File: src/rtl/uart_tx_framed.sv
// rtl/uart_tx_framed.sv - framed UART transmitter: start, LSB-first data, optional parity, 1-2 stop bits
// Accepts a payload when ready, serialises it from a registered line driver, pulses done at frame end.
module uart_tx_framed #(
  parameter int CLKS_PER_BIT = 434,
  parameter int DATA_BITS    = 8,
  parameter int PARITY       = 0,
  parameter int STOP_BITS    = 1
) (
  input  logic                 clk,
  input  logic                 i_reset_n,
  input  logic [DATA_BITS-1:0] i_data,
  input  logic                 i_valid,
  output logic                 o_ready,
  output logic                 o_tx,
  output logic                 o_busy,
  output logic                 o_done
);

  localparam int CW = $clog2(CLKS_PER_BIT);
  localparam int BW = $clog2(DATA_BITS + 1);
  localparam logic [CW-1:0] CNT_LAST  = CW'(CLKS_PER_BIT - 1);
  localparam logic [BW-1:0] DATA_LAST = BW'(DATA_BITS - 1);
  localparam logic [BW-1:0] STOP_LAST = BW'(STOP_BITS - 1);
  localparam logic          PAR_EN    = (PARITY != 0);
  localparam logic          PAR_ODD   = (PARITY == 2);

  generate
    if ((CLKS_PER_BIT < 2) || (DATA_BITS < 5) || (DATA_BITS > 9) ||
        (PARITY < 0) || (PARITY > 2) || (STOP_BITS < 1) || (STOP_BITS > 2)) begin : g_bad_param
      $error("uart_tx_framed: parameter outside legal range");
    end
  endgenerate

  typedef enum logic [2:0] {
    S_IDLE,
    S_START,
    S_DATA,
    S_PARITY,
    S_STOP
  } state_t;

  state_t                 r_state;
  state_t                 w_state_next;
  logic [CW-1:0]          r_cnt;
  logic [BW-1:0]          r_bit_idx;
  logic [DATA_BITS-1:0]   r_shift;
  logic                   r_par;
  logic                   r_tx;
  logic                   r_rdy_en;
  logic                   w_bit_end;
  logic                   w_last_stop;
  logic                   w_ready;
  logic                   w_accept;

  always_ff @(posedge clk or negedge i_reset_n) begin
    if (!i_reset_n) begin
      r_state <= S_IDLE;
    end else begin
      r_state <= w_state_next;
    end
  end

  always_comb begin
    w_state_next = r_state;
    w_bit_end    = (r_cnt == CNT_LAST);
    w_last_stop  = (r_state == S_STOP) && w_bit_end && (r_bit_idx == STOP_LAST);
    w_ready      = r_rdy_en && ((r_state == S_IDLE) || w_last_stop);
    w_accept     = i_valid && w_ready;
    case (r_state)
      S_IDLE:   if (w_accept) w_state_next = S_START;
      S_START:  if (w_bit_end) w_state_next = S_DATA;
      S_DATA: begin
        if (w_bit_end && (r_bit_idx == DATA_LAST)) begin
          w_state_next = PAR_EN ? S_PARITY : S_STOP;
        end
      end
      S_PARITY: if (w_bit_end) w_state_next = S_STOP;
      S_STOP:   if (w_last_stop) w_state_next = w_accept ? S_START : S_IDLE;
      default:  w_state_next = S_IDLE;
    endcase
  end

  // r_tx is loaded with the value of the upcoming bit at each boundary so the line is a pure flop.
  always_ff @(posedge clk or negedge i_reset_n) begin
    if (!i_reset_n) begin
      r_rdy_en  <= 1'b0;
      r_tx      <= 1'b1;
      r_cnt     <= '0;
      r_bit_idx <= '0;
      r_shift   <= '0;
      r_par     <= 1'b0;
    end else begin
      r_rdy_en <= 1'b1;
      if (w_accept) begin
        r_shift   <= i_data;
        r_par     <= (^i_data) ^ PAR_ODD;
        r_tx      <= 1'b0;
        r_cnt     <= '0;
        r_bit_idx <= '0;
      end else if (r_state != S_IDLE) begin
        if (!w_bit_end) begin
          r_cnt <= r_cnt + 1'b1;
        end else begin
          r_cnt <= '0;
          case (r_state)
            S_START: begin
              r_tx      <= r_shift[0];
              r_bit_idx <= '0;
            end
            S_DATA: begin
              if (r_bit_idx == DATA_LAST) begin
                r_bit_idx <= '0;
                r_tx      <= PAR_EN ? r_par : 1'b1;
              end else begin
                r_bit_idx <= r_bit_idx + 1'b1;
                r_shift   <= {1'b0, r_shift[DATA_BITS-1:1]};
                r_tx      <= r_shift[1];
              end
            end
            S_PARITY: begin
              r_tx      <= 1'b1;
              r_bit_idx <= '0;
            end
            S_STOP: begin
              r_tx      <= 1'b1;
              r_bit_idx <= (r_bit_idx == STOP_LAST) ? '0 : r_bit_idx + 1'b1;
            end
            default: r_tx <= 1'b1;
          endcase
        end
      end
    end
  end

  assign o_tx    = r_tx;
  assign o_busy  = (r_state != S_IDLE);
  assign o_done  = w_last_stop;
  assign o_ready = w_ready;

endmodule

File: config.mk
export PLATFORM = sky130hd
export DESIGN_NAME = uart_tx_framed
export DESIGN_NICKNAME = d
export VERILOG_FILES = /design/src/rtl/uart_tx_framed.sv
export SDC_FILE = /design/constraint.sdc
export NUM_CORES = 1
export LEC_CHECK = 0
export ABC_AREA = 1
export CAP_MARGIN = 20
export CORE_MARGIN = 10
export CORE_UTILIZATION = 56
export CTS_CLUSTER_DIAMETER = 200
export DETAILED_ROUTE_END_ITERATION = 8
export GPL_TIMING_DRIVEN = 0
export PLACE_DENSITY = 0.78
export SLEW_MARGIN = 5
export SYNTH_ARGS = -nofsm -noshare
export SYNTH_HDL_FRONTEND = slang
export SYNTH_SLANG_ARGS = --single-unit
export TNS_END_PERCENT = 100
File: constraint.sdc
create_clock -name clk -period 2.2 [get_ports clk]
set_input_delay 0.33 -clock clk [delete_from_list [all_inputs] [get_ports clk]]
set_output_delay 0.33 -clock clk [all_outputs]
set_load 0.05 [all_outputs]
==> results.yml <==
floorplanning:
  die_w_um: 73.7
  rows: 19
  dieArea_um2: 5440
  io_pins: 15
  die_h_um: 73.7
  core_area_um2: 2760
  start_util_pct: 58.6
sta:
  rsz0062_at_grt: "false"
  period_minus_slack_ps: 2080
  fmax_ghz: 0.481
  final_max_slew_viol_count: 0
  slew_headroom_pct: 59.9
  finalSetupTns_ps: 0
  setup_viol: 0
  worst_pin_slew_ps: 600
  fin_worst_skew_ps: 3.41
  hold_violations: 0
  period_share_pct: 94.4
power_and_ir_drop:
  p_int_mw: 1.11
  swShare_pct: 45.7
  power_frac_seq_pct: 37.1
  irDropWorstVdd_uv: 813
  pwr-share-comb_pct: 52.2
  clkPwrFrac_pct: 10.7
  leakage_nw: 0.959
  power_switching_mw: 0.932
  powerDensity_nw_per_um2: 1070
cts:
  ctsLongestPathBuffers: 2
  cts_tree: "built"
  cts_made_buffers: 3
  h-tree-depth: 1
  clk_pin_slew_worst_paths_ps: 140
  cts_root_buf: "clkbuf_4"
  cts_sinks: 26
  clock_latency_ps: 330
worst_setup_path:
  startpoint_type: "flop"
  cp_max_fo: 4
  r2r_slack_ps: 230
  ff2ff_path_depth: 14
  crit_chain: "inv_2 -> ha_4 -> inv_2 -> nor2_4 -> nand2_2 -> nor2_4 -> nand2_4 -> nand2_8 -> nand2_4 -> inv_2 -> buf_8"
  crit_top_cell: "inv_2"
  timing.critical_path.max_delay_family: "simple AND/OR/NAND/NOR gates"
  cp.arrival_ps: 1750
  cp.depth: 11
  r2r-start: "r_cnt[1]$_DFFE_PN0P_"
  worstPathRequired_ps: 1870
  worst-setup-path-type: "reg -> out"
  slowest_delay_ps: 440
  reg2reg_to: "r_shift[4]$_DFFE_PN0P_"
  crit_path_end: "o_ready"
  path_buf_inv: 4
  crit_slowest_cell: "dfrtp_1"
  startpoint: "r_cnt[1]$_DFFE_PN0P_"
  critPathCaptureType: "output pin"
route:
  drt_wl_total_um: 3420
  wire_per_inst_um: 12.6
  ant_nets: 0
  drt-initial-drc-count: 150
  dr_total_vias: 1413
  drc: 0
  via_per_inst: 5.19
  firstDrtPassIters: 4
logic_synthesis:
  synth_nets: 232
  syn_inst: 217
  synth_cell_type_count: 32
  synthTopCellsByArea: "dfrtp_1, nand2_1, inv_1"
  synth_area_per_cell_um2: 7.45
  synth_area_leader_cell: "dfrtp_1"
  yosysSeqAreaShare_pct: 40.3
  netlist_area_um2: 1620
  synth-warning-count: 0
  synth_seq_cells: 26
  synth_top_area_share_pct: 38.7
final_layout:
  antenna-diode-count: 0
  fin_cells: 272
  layout.nets: 257
  mostFrequentLayoutCells: "nand2_1, dfrtp_1, inv_1, nor2_1, clkdlybuf4s50_1"
  final_common_cell: "nand2_1"
  area_growth_pct: 17.6
  drive_above_1_share_pct: 18.3
grt:
  grt_pass1_wl_um: 5980
  overflow: 0
  track_usage_pct: 13.6
  grt_pass1_vias: 1341
  grt_max_degree: 16
  antenna_found_initial: 0
place:
  place_inst: 262
  port_buffers: 13
  place_congestion: 0.842
  hpwl_um: 2460
job:
  maxCapViolCount: 0
outcome:
  status: "finished, final reports clean"
min_path:
  hold_class: "in -> async"
[worst min path at each step]
stage	startpoint	end	slack (ps)	depth (start not counted)
2_1_floorplan	i_reset_n	r_bit_idx[0]$_DFFE_PN0P_	30	0
5_1_grt	i_reset_n	r_cnt[1]$_DFFE_PN0P_	380	1
3_5_place_dp	o_tx$_DFFE_PN1P_	o_tx$_DFFE_PN1P_	460	2
3_3_place_gp	r_shift[5]$_DFFE_PN0P_	r_shift[5]$_DFFE_PN0P_	460	2
4_1_cts	i_reset_n	r_cnt[0]$_DFFE_PN0P_	370	1
6_report	i_reset_n	r_cnt[1]$_DFFE_PN0P_	360	1
[final cells by class]
class | instances | area, um^2
buffer | 3 | 26.3
clock buffer | 4 | 26.3
fill | 232 | 856
inverter | 30 | 113
multi-input combinational | 158 | 853
sequential | 26 | 653
tap | 31 | 38.8
timing repair buffer | 20 | 191
[stage by stage]
step / hold slack, ps / instance area [um^2] / util, % / power (mW) / setup slack (ps)
5_1_grt: 381 / 1900 / 69.0 / 2.22 / 0.478
4_1_cts: 374 / 1820 / 65.9 / 1.88 / 16.2
3_3_place_gp: 457 / 1790 / 64.7 / 1.65 / -180
2_1_floorplan: 34.4 / 1620 / - / 1.43 / 443
6_report: 356 / 1900 / 69.0 / 2.04 / 122
3_5_place_dp: 458 / 1800 / 65.3 / 1.67 / -204
[layer usage]
metal	global-route usage, %	part of all wire, %	up-vias
li1	-	-	737
met1	17.5	46	643
met2	21.2	48	27
met3	2.96	3.9	6
met4	6.00	1.9	0
met5	0	0	-
[cells in the mapped netlist (all sizes together)]
| library cell | n |
|---|---|
| xnor2 | 1 |
| o21ai | 13 |
| nor3 | 7 |
| o31ai | 1 |
| inv | 30 |
| conb | 1 |
| or2 | 1 |
| nor2 | 22 |
| ha | 4 |
| nand3 | 7 |
| o211ai | 1 |
| nand4 | 9 |
| o22ai | 1 |
| xor2 | 1 |
| nor4 | 1 |
| dfrtp | 25 |
| dfstp | 1 |
| buf | 3 |
| a21oi | 7 |
| nand2 | 81 |
[cell families after synthesis]
| logic type | count (synthesis) | share of synthesized area (%) |
|---|---|---|
| simple gates | 128 | 37.4 |
| fa+ha+maj | 4 | 3.10 |
| compound gates | 23 | 9.29 |
| xor+xnor | 2 | 1.08 |
| other cells | 1 | 0.232 |
| buf+inv | 33 | 8.59 |
| flops | 26 | 40.3 |
[power groups by stage]
| stage | Sequential (mW) | Combinational, mW | Clock (mW) |
|---|---|---|---|
| after floorplan | 0.756 | 0.677 | 0 |
| after global placement | 0.747 | 0.903 | 0 |
| after detailed placement | 0.752 | 0.923 | 0 |
| after CTS | 0.743 | 0.915 | 0.223 |
| after global routing | 0.777 | 1.20 | 0.242 |
| final | 0.756 | 1.06 | 0.217 |
[worst reg2reg max path: cells and delay by family (launching register included)]
family,cells,cell delay (ps)
fa+ha+maj,1,140
flops,1,440
buf+inv,3,270
compound gates,1,160
simple gates,9,880
[state kept, by name, indices dropped and copies added, names as in the netlist]
name and flops:
r_cnt 9, r_rdy_en 1, r_bit_idx 4, r_state 3, r_shift 8, o_tx 1
[what timing repair did]
action | in CTS | in global routing
cloned | 0 | 0
hold buffers | 0 | 0
endpoints found under the setup margin | 3 | 2
pin swaps | 0 | 4
resized for setup | 12 | 13
buffers inserted | 0 | 6
(Power assumes the default switching activity.)
